`src/rtl/ibex_prefetch_req_ctrl_if.sv`:
```
// Instruction-bus handshake between the prefetch request
// controller and the memory side.
interface ibex_prefetch_req_ctrl_if;
    logic        req;
    logic [31:0] addr;
    logic        gnt;
    logic        rvalid;
    logic [31:0] rdata;
    logic        err;

    modport master (
        output req, addr,
        input  gnt, rvalid, rdata, err
    );

    modport slave (
        input  req, addr,
        output gnt, rvalid, rdata, err
    );
endinterface

```
`src/rtl/ibex_prefetch_req_ctrl.sv`:
```
// Prefetch request controller: issues word fetches, tracks
// outstanding responses in order and drops stale ones after branches.
module ibex_prefetch_req_ctrl #(
    parameter int unsigned NUM_REQS = 2,
    parameter bit          ResetAll = 1'b0
) (
    input  logic                clk_i,
    input  logic                rst_ni,
    input  logic                req_i,
    input  logic                branch_i,
    input  logic [31:0]         addr_i,
    input  logic [NUM_REQS-1:0] fifo_busy_i,
    output logic                fifo_clear_o,
    output logic                fifo_valid_o,
    output logic [31:0]         fifo_addr_o,
    output logic [31:0]         fifo_rdata_o,
    output logic                fifo_err_o,
    output logic                busy_o,
    ibex_prefetch_req_ctrl_if.master bus
);

    localparam int unsigned CW = $clog2(2 * NUM_REQS + 1);

    typedef enum logic {
        IDLE,
        WAIT_GNT
    } state_e;

    state_e state_q, state_d;

    logic [NUM_REQS-1:0] valid_q, valid_d;
    logic [NUM_REQS-1:0] disc_q, disc_d;
    logic                pend_q, pend_d;
    logic [31:0]         fetch_addr_q, fetch_addr_d;
    logic [31:0]         stored_addr_q, stored_addr_d;

    logic [CW-1:0] cnt;
    logic          slot_free;
    logic [31:0]   target;
    logic          grant;
    logic          pop;
    logic          push_disc;
    logic          pushed;

    assign target = {addr_i[31:2], 2'b00};

    always_comb begin
        cnt = '0;
        for (int i = 0; i < NUM_REQS; i++) begin
            cnt = cnt + CW'(valid_q[i]) + CW'(fifo_busy_i[i]);
        end
    end

    assign slot_free = cnt < CW'(NUM_REQS);

    always_comb begin
        state_d  = state_q;
        bus.req  = 1'b0;
        bus.addr = fetch_addr_q;
        unique case (state_q)
            IDLE: begin
                bus.req = req_i & slot_free & rst_ni;
                if (branch_i) begin
                    bus.addr = target;
                end
                if (bus.req && !bus.gnt) begin
                    state_d = WAIT_GNT;
                end
            end
            WAIT_GNT: begin
                bus.req = 1'b1;
                if (bus.gnt) begin
                    state_d = IDLE;
                end
            end
            default: state_d = IDLE;
        endcase
    end

    assign grant     = bus.req & bus.gnt;
    assign pop       = bus.rvalid & valid_q[0];
    // The request in flight when a branch arrives fetches a stale line.
    assign push_disc = (state_q == WAIT_GNT) & (pend_q | branch_i);

    always_comb begin
        pend_d        = pend_q;
        stored_addr_d = stored_addr_q;
        fetch_addr_d  = fetch_addr_q;
        if (state_q == WAIT_GNT && branch_i) begin
            stored_addr_d = target;
        end
        if (grant) begin
            pend_d = 1'b0;
            if (push_disc) begin
                fetch_addr_d = branch_i ? target : stored_addr_q;
            end else begin
                fetch_addr_d = bus.addr + 32'd4;
            end
        end else if (branch_i) begin
            if (state_q == WAIT_GNT) begin
                pend_d = 1'b1;
            end else begin
                fetch_addr_d = target;
            end
        end
    end

    always_comb begin
        valid_d = valid_q;
        disc_d  = disc_q | (branch_i ? valid_q : '0);
        pushed  = 1'b0;
        if (pop) begin
            for (int i = 0; i < NUM_REQS - 1; i++) begin
                valid_d[i] = valid_d[i+1];
                disc_d[i]  = disc_d[i+1];
            end
            valid_d[NUM_REQS-1] = 1'b0;
            disc_d[NUM_REQS-1]  = 1'b0;
        end
        for (int i = 0; i < NUM_REQS; i++) begin
            if (grant && !pushed && !valid_d[i]) begin
                valid_d[i] = 1'b1;
                disc_d[i]  = push_disc;
                pushed     = 1'b1;
            end
        end
    end

    always_ff @(posedge clk_i or negedge rst_ni) begin
        if (!rst_ni) begin
            state_q <= IDLE;
            valid_q <= '0;
            disc_q  <= '0;
            pend_q  <= 1'b0;
        end else begin
            state_q <= state_d;
            valid_q <= valid_d;
            disc_q  <= disc_d;
            pend_q  <= pend_d;
        end
    end

    if (ResetAll) begin : g_addr_rst
        always_ff @(posedge clk_i or negedge rst_ni) begin
            if (!rst_ni) begin
                fetch_addr_q  <= '0;
                stored_addr_q <= '0;
            end else begin
                fetch_addr_q  <= fetch_addr_d;
                stored_addr_q <= stored_addr_d;
            end
        end
    end else begin : g_addr_nr
        always_ff @(posedge clk_i) begin
            fetch_addr_q  <= fetch_addr_d;
            stored_addr_q <= stored_addr_d;
        end
    end

    assign fifo_clear_o = branch_i;
    assign fifo_addr_o  = addr_i;
    assign fifo_rdata_o = bus.rdata;
    assign fifo_err_o   = bus.err;
    assign fifo_valid_o = pop & ~disc_q[0] & ~branch_i;
    assign busy_o       = bus.req | (|valid_q);

    stray_rvalid: assert property (
        @(posedge clk_i) disable iff (!rst_ni)
        bus.rvalid |-> valid_q[0]
    ) else $warning("stray instr rvalid with no outstanding request");

endmodule

```
`src/flat_wrapper.sv`:
```
// flat-port wrapper written by rule: the top's interface ports become plain ports
module ibex_prefetch_req_ctrl_flat 
#(
    parameter int unsigned NUM_REQS = 2,
    parameter bit          ResetAll = 1'b0
)
  (clk_i, rst_ni, req_i, branch_i, addr_i, fifo_busy_i, fifo_clear_o, fifo_valid_o, fifo_addr_o, fifo_rdata_o, fifo_err_o, busy_o, bus_req, bus_addr, bus_gnt, bus_rvalid, bus_rdata, bus_err);
  ibex_prefetch_req_ctrl_if bus_i ();
  input  logic clk_i;
  input  logic rst_ni;
  input  logic req_i;
  input  logic branch_i;
  input  logic [31:0] addr_i;
  input  logic [NUM_REQS-1:0] fifo_busy_i;
  output logic fifo_clear_o;
  output logic fifo_valid_o;
  output logic [31:0] fifo_addr_o;
  output logic [31:0] fifo_rdata_o;
  output logic fifo_err_o;
  output logic busy_o;
  output wire logic [$bits(bus_i.req)-1:0] bus_req;
  output wire logic [$bits(bus_i.addr)-1:0] bus_addr;
  input wire logic [$bits(bus_i.gnt)-1:0] bus_gnt;
  input wire logic [$bits(bus_i.rvalid)-1:0] bus_rvalid;
  input wire logic [$bits(bus_i.rdata)-1:0] bus_rdata;
  input wire logic [$bits(bus_i.err)-1:0] bus_err;
  assign bus_req = bus_i.req;
  assign bus_addr = bus_i.addr;
  assign bus_i.gnt = bus_gnt;
  assign bus_i.rvalid = bus_rvalid;
  assign bus_i.rdata = bus_rdata;
  assign bus_i.err = bus_err;
  ibex_prefetch_req_ctrl #(.NUM_REQS(NUM_REQS), .ResetAll(ResetAll)) u_core (.clk_i(clk_i), .rst_ni(rst_ni), .req_i(req_i), .branch_i(branch_i), .addr_i(addr_i), .fifo_busy_i(fifo_busy_i), .fifo_clear_o(fifo_clear_o), .fifo_valid_o(fifo_valid_o), .fifo_addr_o(fifo_addr_o), .fifo_rdata_o(fifo_rdata_o), .fifo_err_o(fifo_err_o), .busy_o(busy_o), .bus(bus_i));
endmodule
```
`config.mk`:
```
export PLATFORM = sky130hd
export DESIGN_NAME = ibex_prefetch_req_ctrl_flat
export DESIGN_NICKNAME = d
export VERILOG_FILES = /design/src/rtl/ibex_prefetch_req_ctrl_if.sv /design/src/rtl/ibex_prefetch_req_ctrl.sv /design/src/flat_wrapper.sv
export SDC_FILE = /design/constraint.sdc
export NUM_CORES = 1
export LEC_CHECK = 0
export CAP_MARGIN = 20
export CORE_AREA = 10 10 126 128
export DETAILED_ROUTE_END_ITERATION = 12
export DIE_AREA = 0 0 136 138
export PLACE_DENSITY_LB_ADDON = 0.15
export SYNTH_ARGS = -nofsm -noshare
export SYNTH_HDL_FRONTEND = slang
export SYNTH_SLANG_ARGS = --single-unit
```
`constraint.sdc`:
```
create_clock -name clk_i -period 3.65 [get_ports clk_i]
set_input_delay 0.365 -clock clk_i [delete_from_list [all_inputs] [get_ports clk_i]]
set_output_delay 0.365 -clock clk_i [all_outputs]
set_load 0.03 [all_outputs]
```
# Word-level counts from Yosys, hierarchy flattened
# Cells that the tools add are included.
dict set report classes {
  add_sub_neg 4
  n_lt_le_gt_ge 1
  eq_ne 1
  mux 22
  bitwise_logic 13
  reduce_logical 14
}
# cell count
set op_table {}
lappend op_table {{32-bit 2-to-1 mux} 7}
lappend op_table {{32-bit by 3-bit adder with 32-bit output (second input constant)} 1}
lappend op_table {{1-bit 2-to-1 mux} 10}
lappend op_table {{1-bit bitwise AND} 7}
lappend op_table {{3-bit by 1-bit adder with 3-bit output} 2}
lappend op_table {{2-bit 2-to-1 mux} 3}
lappend op_table {{1-bit logical AND} 5}
lappend op_table {{1-bit zero test} 4}
lappend op_table {{1-bit case mux with 2 select lines} 2}
lappend op_table {{2-bit AND reduction} 2}
lappend op_table {{2-bit nonzero test} 2}
lappend op_table {{3-bit by 2-bit < comparator with 1-bit output (second input constant)} 1}
lappend op_table {{1-bit NOT} 3}
lappend op_table {{1-bit by 1-bit adder with 2-bit output} 1}
lappend op_table {{2-bit != test (second input constant)} 1}
lappend op_table {{1-bit OR} 2}
lappend op_table {{2-bit OR} 1}
lappend op_table {{2-bit OR reduction} 1}
dict set report totals {
  ff_bits 68
  input_bits 73
  out_inout_bits 101
  word_cells 61
}

# Depth between registers and ports, before layout
# Gate-level depths: netlist of the first run.
dict set report depth {
  depth_word 14
  ltp_mapped 14
  depth_no_buf 10
}

# Worst setup path before layout of the first run
# OpenSTA, ideal clock, no wires.
dict set report synth_path {
  kind {register to register}
  start {register u_core.state_q}
  end {register u_core.fetch_addr_q[22], data pin}
  setup_time_ns 0.275
  arrival_ns 3.035
  t_required_ns 3.375
  setup_slack_ns 0.340
  stages_incl_launch_ff 15
  path_buffers 4
  period_less_slack_ns 3.310
  cell_sequence {dfrtp_1 -> buf_6 -> and2b_2 -> buf_4 -> buf_2 -> buf_1 -> nand2_1 -> nand2_1 -> ha_1 -> and4b_1 -> a31o_2 -> nand4_2 -> nor4_2 -> xnor2_1 -> o221ai_1}
}
dict set report synth_via {
  elab_chain_cells 4
  word_cells_on_any_way 8
  cone_classes {1 x add/sub; 4 x mux; 3 x bitwise}
}
# item line_no
set synth_rtl {}
lappend synth_rtl {{from (decl)} ibex_prefetch_req_ctrl.sv:29} ;# state_e state_q, state_d;
lappend synth_rtl {{from (signal assigned)} ibex_prefetch_req_ctrl.sv:136} ;# state_q <= state_d;
lappend synth_rtl {{32-bit 2-to-1 mux} ibex_prefetch_req_ctrl.sv:60} ;# unique case (state_q)
lappend synth_rtl {{named net bus_addr[3]} flat_wrapper.sv:22} ;# output wire logic [$bits(bus_i.addr)-1:0] bus_addr;
lappend synth_rtl {{32-bit by 3-bit adder with 32-bit output} ibex_prefetch_req_ctrl.sv:97} ;# fetch_addr_d = bus.addr + 32'd4;
lappend synth_rtl {{32-bit 2-to-1 mux} ibex_prefetch_req_ctrl.sv:94} ;# if (push_disc) begin
lappend synth_rtl {{32-bit 2-to-1 mux} ibex_prefetch_req_ctrl.sv:92} ;# if (grant) begin
lappend synth_rtl {{named net u_core.fetch_addr_d[22]} ibex_prefetch_req_ctrl.sv:34} ;# logic [31:0] fetch_addr_q, fetch_addr_d;
lappend synth_rtl {{to (signal assigned)} ibex_prefetch_req_ctrl.sv:155} ;# fetch_addr_q <= fetch_addr_d;
lappend synth_rtl {{to (decl)} ibex_prefetch_req_ctrl.sv:34}
# The timed path passes the listed nets, and every way through them passes these cells.
# A chain may end at the register's enable or synchronous reset.

# Worst setup path after layout of the first run
dict set report layout_path {
  start {register u_core.state_q}
  end {register u_core.fetch_addr_q[31], data pin}
}
dict set report layout_via {
  elab_chain_cells 4
  word_cells_on_any_way 8
  cone_classes {1 x add/sub; 4 x mux; 3 x bitwise}
}
# item line_no
set layout_rtl {}
lappend layout_rtl {{32-bit 2-to-1 mux / 1-bit NOT (equally long branches)} ibex_prefetch_req_ctrl.sv:60}
lappend layout_rtl {{32-bit by 3-bit adder with 32-bit output / 1-bit case mux with 2 select lines (equally long branches)} {ibex_prefetch_req_ctrl.sv:97, ibex_prefetch_req_ctrl.sv:60}}
lappend layout_rtl {{32-bit 2-to-1 mux / 1-bit bitwise AND (equally long branches)} {ibex_prefetch_req_ctrl.sv:94, ibex_prefetch_req_ctrl.sv:80}}
lappend layout_rtl {{32-bit 2-to-1 mux *} ibex_prefetch_req_ctrl.sv:92}
lappend layout_rtl {{named net u_core.fetch_addr_d[31]} ibex_prefetch_req_ctrl.sv:34}
# The timed path passes the listed nets; every way through them passes the cells marked *.

==> results of run 1 <==
-- path summary, 6_finish.rpt --
kind | end | slack, ps | from
min in group clk_i | u_core.disc_q[0] | 540 | u_core.disc_q[0]
max reg2reg | u_core.fetch_addr_q[31] | 460 | u_core.state_q
max in group asynchronous | u_core.valid_q[1] | 3120 | rst_ni
min | u_core.disc_q[0] | 290 | rst_ni
min reg2reg | u_core.disc_q[0] | 540 | u_core.disc_q[0]
max | u_core.fetch_addr_q[31] | 460 | u_core.state_q
-- worst max-delay path, stage by stage, from the launching register on --
cell	delay, ps
dfrtp_1	530
nand2b_4	310
buf_4	340
mux2i_1	520
nand4_2	310
nor4_4	530
and4b_1	320
o31ai_2	70
-- placed cells by master, fill, tap and decap left out, types with 3 or more instances in the layout --
cell type and instances:
a211oi_1 3, a21oi_1 19, a221o_1 3, a22o_1 3, a22oi_1 7, a31oi_1 4, a32oi_1 3, and2_1 4
and3_1 17, and4b_1 5, buf_4 27, clkbuf_16 9, clkdlybuf4s50_1 102, dfrtp_1 6, edfxtp_1 62, ha_1 3
inv_1 5, mux2_2 7, mux2i_1 9, mux2i_2 3, mux2i_4 3, nand2_1 110, nand3_1 10, nor2_1 29
nor3_1 12, o21ai_0 18, o221ai_1 5, o22ai_1 12, o31ai_1 5, xnor2_1 11
-- state kept, by name (all words and copies together) (netlist names) --
signal and flops:
u_core.stored_addr_q 30, u_core.fetch_addr_q 32, u_core.state_q 1, u_core.pend_q 1, u_core.disc_q 2, u_core.valid_q 2
-- synthesized netlist by cell type, types with 4 or more instances --
| master | n | area share (%) |
|---|---|---|
| nor2_1 | 29 | 2.3 |
| a21oi_1 | 19 | 2.0 |
| buf_4 | 67 | 10 |
| a22oi_1 | 7 | 1.1 |
| a31oi_1 | 4 | 0.52 |
| edfxtp_1 | 62 | 39 |
| o21ai_0 | 18 | 1.9 |
| o22ai_1 | 12 | 1.6 |
| o221ai_1 | 5 | 0.91 |
| and3_1 | 17 | 2.2 |
| and4b_1 | 5 | 1.0 |
| nand2_1 | 110 | 8.6 |
| o31ai_1 | 5 | 0.78 |
| nand3_1 | 10 | 1.0 |
| mux2i_1 | 9 | 1.9 |
| clkbuf_1 | 17 | 1.3 |
| and2_1 | 4 | 0.52 |
| mux2_2 | 7 | 1.6 |
| nor3_1 | 12 | 1.2 |
| inv_1 | 5 | 0.39 |
| dfrtp_1 | 6 | 3.1 |
| xnor2_1 | 11 | 2.0 |
-- cells by family after synthesis --
logic type	Yosys count	synth area share (%)
AND/OR/NAND/NOR	210	21.76
XOR/XNOR	13	2.360
flip-flops	68	41.70
buffers and inverters	97	13.15
AO/OA/AOI/OAI	100	14.50
multiplexers	22	5.757
adder cells (fa/ha/maj)	3	0.7781
-- where the power goes --
part | switching [mW] | internal (mW)
clock | 0.328 | 0.589
sequential | 0.0910 | 1.02
combinational | 0.812 | 0.495
-- final cells by class --
class	instances	area [sq um]
Clock buffer	11	232.7
Multi-Input combinational cell	348	2178
Clock inverter	3	63.81
Tap cell	180	225.2
Timing Repair Buffer	129	1224
Fill cell	1301	7542
Sequential cell	68	2012
Inverter	7	26.28
-- per-layer routing --
layer	wire length [um]	up-vias	track usage (%)
met3	1215	17	4.312
met2	7755	187	27.41
li1	-	1915	-
met5	0	-	0
met4	200	0	5.104
met1	6950	2038	21.01
==> flow_metrics.env, run 1 <==
export IMPL_final_max_slew_viol_count=0
export IMPL_timing_hold_ws_ps=287.2
export IMPL_grt_pass1_wl_um=24810
export IMPL_fin_setup_tns_ps=0
export IMPL_areaGrowthSynthToFinish_pct=23.57
export IMPL_grt_max_degree=26
export IMPL_synthCells=513
export IMPL_critPathMaxFanout=19
export IMPL_min_period_over_period_pct=87.51
export IMPL_slew_headroom_pct=52.40
export IMPL_fin_util_pct=44.15
export IMPL_setup_worst_path_end_class="flop"
export IMPL_cts_root_buf="clkbuf_16"
export IMPL_ys_ff_latch=68
export IMPL_die_x_um=136
export IMPL_clkSlewWorstSetupHoldPaths_ps=60
export IMPL_drt_first_pass_iters=5
export IMPL_start_kind="flop"
export IMPL_instances_no_fill=746
export IMPL_final_nets=639
export IMPL_max_cap_viol_count=0
export IMPL_initial_core_util_pct=35.73
export IMPL_clock_latency_ps=340
export IMPL_tightestPinTransition_ps=712.3
export IMPL_cts_resized=0
export IMPL_drive_gt1_share_pct=11.84
export IMPL_finClkSkew_ps=10.62
export IMPL_ys_flop_type="edfxtp_1"
export IMPL_fin_crit_ps=3194
export IMPL_rows=43
export IMPL_critPathKind="flop to flop"
export IMPL_post_dp_hpwl_um=11730
export IMPL_io_pins=174
export IMPL_hp_class="primary input to async pin"
export IMPL_ys_async_sr_fraction_pct=8.824
export IMPL_p_total_mw=3.334
export IMPL_grt_pass1_vias=4177
export IMPL_p_leak_nw=2.256
export IMPL_seq_area_frac_synth_pct=41.70
export IMPL_max_freq_mhz=313.1
export IMPL_status="finished clean"
export IMPL_cts_buffers=9
export IMPL_dp_cells=732
export IMPL_preCtsSetupSlack_ps=167.2
export IMPL_drt_iter0_markers=353
export IMPL_arrival_ps=3280
export IMPL_htreeDepth=3
export IMPL_crit_required_ps=3740
export IMPL_place_gp_congestion=0.8693
export IMPL_finalHoldViolCount=0
export IMPL_drc=0
export IMPL_synth_avg_cell_area_sq_um=9.405
export IMPL_vdd_ir_drop_max_uv=258.9
export IMPL_cts_tree="done"
export IMPL_layout_setup_ws_ps=455.8
export IMPL_syn_num_nets=589
export IMPL_die_h_um=138
export IMPL_routed_wirelength_um=16120
export IMPL_via_per_inst=5.572
export IMPL_dpl_cell_area_sq_um=5665
export IMPL_vias=4157
export IMPL_die_area_sq_um=18770
export IMPL_wire_per_inst_um=21.61
export IMPL_reg2reg_depth=7
export IMPL_finalSetupViolations=0
export IMPL_rsz0062_at_grt="no"
export IMPL_postCtsSetupRepairBufs=0
export IMPL_synth_enable_flop_cells=62
export IMPL_grt_overflow=0
export IMPL_cts_buffer_depth=2
export IMPL_synth_distinct_cells=66
export IMPL_postRouteAntennaNets=0
export IMPL_core_area_sq_um=13500
export IMPL_synth_warnings=0
export IMPL_cts_hold_buffers=0
export IMPL_synth_area_sq_um=4825
export IMPL_io_buffers=103
export IMPL_grt_usage_pct=16.75
export IMPL_antenna_found_initial=0
export IMPL_cts_sinks=68
export IMPL_antenna_cells_inserted=0
export IMPL_power_density_nw_per_um2=559.3
export IMPL_finalInstanceArea_sq_um=5962
Power figures use the tool's default switching activity.
==> inputs of run 2 (changes only) <==
--- a/config.mk
+++ b/config.mk
@@ -6,9 +6,9 @@
 export NUM_CORES = 1
 export LEC_CHECK = 0
 export CAP_MARGIN = 20
-export CORE_AREA = 10 10 126 128
+export CORE_AREA = 10 10 108 149
 export DETAILED_ROUTE_END_ITERATION = 12
-export DIE_AREA = 0 0 136 138
+export DIE_AREA = 0 0 118 159
 export PLACE_DENSITY_LB_ADDON = 0.15
 export SYNTH_ARGS = -nofsm -noshare
 export SYNTH_HDL_FRONTEND = slang
==> run 2 against run 1 <==
Against the previous run:
- clock skew fell by 4.7 ps
- combinational power barely moved
- worst hold slack improved by 12 ps
- sequential power barely moved
- global-route usage fell by 0.62 points
- non-clock buffer count fell by 3
- first-iteration DRC count fell by 9.3%
- clock power fell by 17%
- power fell by 5.3%
- clock-buffer cell count fell by 1
- flip-flop and latch count did not move
- wire length fell by 3.9%
- critical path type is now flop to output pin
==> flow_metrics.env, run 2 (synthesis gave the netlist of run 1 again) <==
export IMPL_antenna_cells_inserted=0
export IMPL_cts_resized=0
export IMPL_multi_input_area_sq_um=2178
export IMPL_cts_buffers=9
export IMPL_final_cell_mix="110 x nand2_1, 103 x clkdlybuf4s50_1, 62 x edfxtp_1, 29 x nor2_1, 23 x buf_4"
export IMPL_fin_crit_ps=3166
export IMPL_via_per_inst=5.521
export IMPL_cp_num_buf_inv=1
export IMPL_finalSetupViolations=0
export IMPL_critical_path_top_delay_family="buffers and inverters"
export IMPL_routed_wirelength_um=15500
export IMPL_die_area_sq_um=18760
export IMPL_clkSlewWorstSetupHoldPaths_ps=50
export IMPL_cts_sinks=68
export IMPL_rows=50
export IMPL_setup_worst_path_end_class="output pin"
export IMPL_finalHoldViolCount=0
export IMPL_final_common_cell="nand2_1"
export IMPL_cts_tree="done"
export IMPL_antenna_found_initial=0
export IMPL_fillerInstances=1328
export IMPL_critical_path_slowest_cell="clkdlybuf4s50_1"
export IMPL_ff_latch_area_sq_um=2012
export IMPL_io_pins=174
export IMPL_grt_max_degree=24
export IMPL_hp_class="primary input to async pin"
export IMPL_io_buffers=103
export IMPL_critPathMaxFanout=12
export IMPL_wire_per_inst_um=20.80
export IMPL_dpl_cell_area_sq_um=5648
export IMPL_grt_usage_pct=16.13
export IMPL_critPathKind="flop to output pin"
export IMPL_areaGrowthSynthToFinish_pct=22.20
export IMPL_slew_headroom_pct=54.07
export IMPL_drc=0
export IMPL_instances_no_fill=745
export IMPL_min_period_over_period_pct=86.75
export IMPL_die_h_um=159
export IMPL_dp_cells=731
export IMPL_grt_pass1_vias=4267
export IMPL_finalInstanceArea_sq_um=5896
export IMPL_p_leak_nw=2.222
export IMPL_crit_chain="ha_1, ha_1, nand2_1, a41o_1, or3_1, clkdlybuf4s50_1"
export IMPL_power_density_nw_per_um2=535.9
export IMPL_cpPeakStageDelay_ps=600
export IMPL_cts_hold_buffers=0
export IMPL_core_area_sq_um=13260
export IMPL_clock_latency_ps=330
export IMPL_place_gp_congestion=0.8575
export IMPL_drt_iter0_markers=320
export IMPL_drive_gt1_share_pct=11.37
export IMPL_cts_buffer_depth=2
export IMPL_vias=4113
export IMPL_final_max_slew_viol_count=0
export IMPL_cts_root_buf="clkbuf_16"
export IMPL_largest_register_ffs=32
export IMPL_reg_top3="u_core.fetch_addr_q x32, u_core.stored_addr_q x30"
export IMPL_max_cap_viol_count=0
export IMPL_max_freq_mhz=315.8
export IMPL_grt_overflow=0
export IMPL_vdd_ir_drop_max_uv=223.0
export IMPL_rsz0062_at_grt="no"
export IMPL_start_kind="flop"
export IMPL_finClkSkew_ps=5.955
export IMPL_largest_register="u_core.fetch_addr_q"
export IMPL_postRouteAntennaNets=0
export IMPL_post_dp_hpwl_um=11310
export IMPL_tightestPinTransition_ps=687.3
export IMPL_status="finished clean"
export IMPL_fin_setup_tns_ps=0
export IMPL_crit_required_ps=3280
export IMPL_initial_core_util_pct=36.38
export IMPL_htreeDepth=3
export IMPL_postCtsSetupRepairBufs=0
export IMPL_final_nets=636
export IMPL_die_x_um=118
export IMPL_fin_util_pct=44.45
export IMPL_arrival_ps=2800
export IMPL_cp_common_cell="ha_1"
export IMPL_drt_first_pass_iters=5
export IMPL_grt_pass1_wl_um=24430
[run 2: changes by cell type in the layout (fill, tap and decap cells not counted)]
cell             delta
clkbuf_1            -1
clkdlybuf4s50_1     +1
bufinv_16           -2
clkinv_2            +3
buf_4               -4
[run 2: power by group]
group,total [mW],internal (mW),switching [mW]
combinational,1.30,0.492,0.807
clock,0.757,0.446,0.311
sequential,1.10,1.02,0.0852
[run 2: per-layer routing]
layer  global-route usage [%]  vias to the layer above  share of wire, %
li1                         -                     1911                 -
met1                    18.47                     2013                41
met2                    28.45                      154                51
met3                    3.049                       35               5.3
met4                    6.990                        0               2.3
met5                        0                        -                 0
[run 2: worst paths after layout]
path | start | endpoint | slack (ps) | depth (start not counted)
max reg2reg | u_core.valid_q[0] | u_core.fetch_addr_q[30] | 790 | 8
min reg2reg | u_core.disc_q[0] | u_core.disc_q[0] | 550 | 2
max in group asynchronous | rst_ni | u_core.valid_q[0] | 3110 | 1
max | u_core.valid_q[0] | busy_o | 480 | 6
min | rst_ni | u_core.disc_q[0] | 300 | 1
min in group clk_i | u_core.disc_q[0] | u_core.disc_q[0] | 550 | 2
[run 2: through the flow]
stage / hold WS, ps / worst slack (ps) / power [mW]
detailed placement: 538.0 / 429.5 / 2.419
floorplan: 69.41 / 340.5 / 1.989
finish: 299.5 / 483.6 / 3.159
CTS: 307.6 / 452.5 / 3.183
global route: 324.5 / 374.0 / 3.329
global placement: 528.8 / 486.0 / 2.406
[run 2: final cells by class]
| class | count | share of cell area, % |
|---|---|---|
| Inverter | 7 | 0.4457 |
| Multi-Input combinational cell | 348 | 36.95 |
| Clock buffer | 10 | 3.884 |
| Sequential cell | 68 | 34.13 |
| Tap cell | 182 | 3.862 |
| Clock inverter | 4 | 0.3183 |
| Timing Repair Buffer | 126 | 20.42 |
==> inputs of run 3 (changes only) <==
--- a/config.mk
+++ b/config.mk
@@ -7,6 +7,7 @@
 export LEC_CHECK = 0
 export CAP_MARGIN = 20
 export CORE_AREA = 10 10 108 149
+export CTS_BUF_LIST = sky130_fd_sc_hd__clkbuf_16
 export DETAILED_ROUTE_END_ITERATION = 12
 export DIE_AREA = 0 0 118 159
 export PLACE_DENSITY_LB_ADDON = 0.15
==> run 3 against run 2 <==
Against the previous run:
- critical path type unchanged
- largest cell class unchanged
- worst hold slack is essentially flat
- via count fell by 0.22%
- cell area is the same
- cell count unchanged
- highest routed layer unchanged
- critical endpoint unchanged
==> flow_metrics.env, run 3 (synthesis gave the netlist of run 1 again) <==
export IMPL_power_density_nw_per_um2=535.4
export IMPL_die_h_um=159
export IMPL_max_cap_viol_count=0
export IMPL_final_cell_mix="110 x nand2_1, 103 x clkdlybuf4s50_1, 62 x edfxtp_1, 29 x nor2_1, 23 x buf_4"
export IMPL_fin_crit_ps=3167
export IMPL_place_gp_congestion=0.8575
export IMPL_io_pins=174
export IMPL_drt_iter0_markers=320
export IMPL_status="finished clean"
export IMPL_critPathMaxFanout=12
export IMPL_setup_worst_path_end_class="output pin"
export IMPL_cts_root_buf="clkbuf_16"
export IMPL_final_max_slew_viol_count=0
export IMPL_initial_core_util_pct=36.38
export IMPL_final_common_cell="nand2_1"
export IMPL_cts_sinks=68
export IMPL_tightestPinTransition_ps=687.3
export IMPL_io_buffers=103
export IMPL_cts_buffers=9
export IMPL_grt_usage_pct=16.13
export IMPL_cts_resized=0
export IMPL_routed_wirelength_um=15490
export IMPL_grt_pass1_vias=4267
export IMPL_die_x_um=118
export IMPL_largest_register="u_core.fetch_addr_q"
export IMPL_drc=0
export IMPL_instances_no_fill=745
export IMPL_fin_setup_tns_ps=0
export IMPL_core_area_sq_um=13260
export IMPL_clock_latency_ps=330
export IMPL_via_per_inst=5.509
export IMPL_antenna_cells_inserted=0
export IMPL_vdd_ir_drop_max_uv=223.0
export IMPL_hp_class="primary input to async pin"
export IMPL_finalHoldViolCount=0
export IMPL_grt_max_degree=24
export IMPL_cts_tree="done"
export IMPL_max_freq_mhz=315.8
export IMPL_cts_hold_buffers=0
export IMPL_drive_gt1_share_pct=11.37
export IMPL_finalSetupViolations=0
export IMPL_htreeDepth=3
export IMPL_postCtsSetupRepairBufs=0
export IMPL_rows=50
export IMPL_areaGrowthSynthToFinish_pct=22.20
export IMPL_critPathKind="flop to output pin"
export IMPL_postRouteAntennaNets=0
export IMPL_start_kind="flop"
export IMPL_post_dp_hpwl_um=11310
export IMPL_clkSlewWorstSetupHoldPaths_ps=50
export IMPL_grt_overflow=0
export IMPL_grt_pass1_wl_um=24430
export IMPL_rsz0062_at_grt="no"
export IMPL_arrival_ps=2800
export IMPL_vias=4104
export IMPL_crit_required_ps=3280
export IMPL_min_period_over_period_pct=86.76
export IMPL_slew_headroom_pct=54.07
export IMPL_cts_buffer_depth=2
export IMPL_dp_cells=731
export IMPL_wire_per_inst_um=20.79
export IMPL_die_area_sq_um=18760
export IMPL_antenna_found_initial=0
export IMPL_final_nets=636
export IMPL_finClkSkew_ps=5.894
export IMPL_p_leak_nw=2.227
export IMPL_drt_first_pass_iters=5
export IMPL_reg_top3="u_core.fetch_addr_q x32, u_core.stored_addr_q x30"
export IMPL_largest_register_ffs=32
## run 3: critical path: stages (launching register included)
cell	delay [ps]
dfrtp_1	510
ha_1	300
ha_1	280
nand2_1	50
a41o_1	380
or3_1	350
clkdlybuf4s50_1	600
## run 3: worst paths after layout
kind                                   start                 endpoint  slack (ps)  depth (start not counted)
min reg2reg                 u_core.disc_q[0]         u_core.disc_q[0]         550                          2
max reg2reg                u_core.valid_q[0]  u_core.fetch_addr_q[30]         790                          8
max                        u_core.valid_q[0]                   busy_o         480                          6
max in group asynchronous             rst_ni        u_core.valid_q[0]        3110                          1
min                                   rst_ni         u_core.disc_q[0]         300                          1
min in group clk_i          u_core.disc_q[0]         u_core.disc_q[0]         550                          2
## run 3: metrics by stage
| step | total power [mW] | util [%] | instance area [sq um] | hold WS (ps) | setup slack (ps) |
|---|---|---|---|---|---|
| 2_1_floorplan | 1.989 | - | 4825 | 69.41 | 340.5 |
| 3_3_place_gp | 2.406 | 42.58 | 5648 | 528.8 | 486.0 |
| 3_5_place_dp | 2.419 | 42.58 | 5648 | 538.0 | 429.5 |
| 4_1_cts | 3.180 | 44.45 | 5896 | 307.6 | 452.3 |
| 5_1_grt | 3.326 | 44.45 | 5896 | 324.5 | 373.9 |
| 6_report | 3.156 | 44.45 | 5896 | 299.5 | 483.4 |
## run 3: power breakdown
part | internal (mW) | switching, mW
sequential | 1.02 | 0.0852
clock | 0.443 | 0.311
combinational | 0.492 | 0.807
total | 1.95 | 1.20
## run 3: area by class of cell
type,count,area (sq um)
Clock buffer,9,225.2
Clock inverter,5,22.52
Fill cell,1328,7367
Inverter,7,26.28
Multi-Input combinational cell,348,2178
Sequential cell,68,2012
Tap cell,182,227.7
Timing Repair Buffer,126,1204
## run 3: routing by layer
| layer | share of wire, % | vias to the layer above | track usage, % |
|---|---|---|---|
| met1 | 41 | 2010 | 18.47 |
| li1 | - | 1911 | - |
| met3 | 5.2 | 35 | 3.049 |
| met5 | 0 | - | 0 |
| met4 | 2.3 | 0 | 6.990 |
| met2 | 51 | 148 | 28.45 |
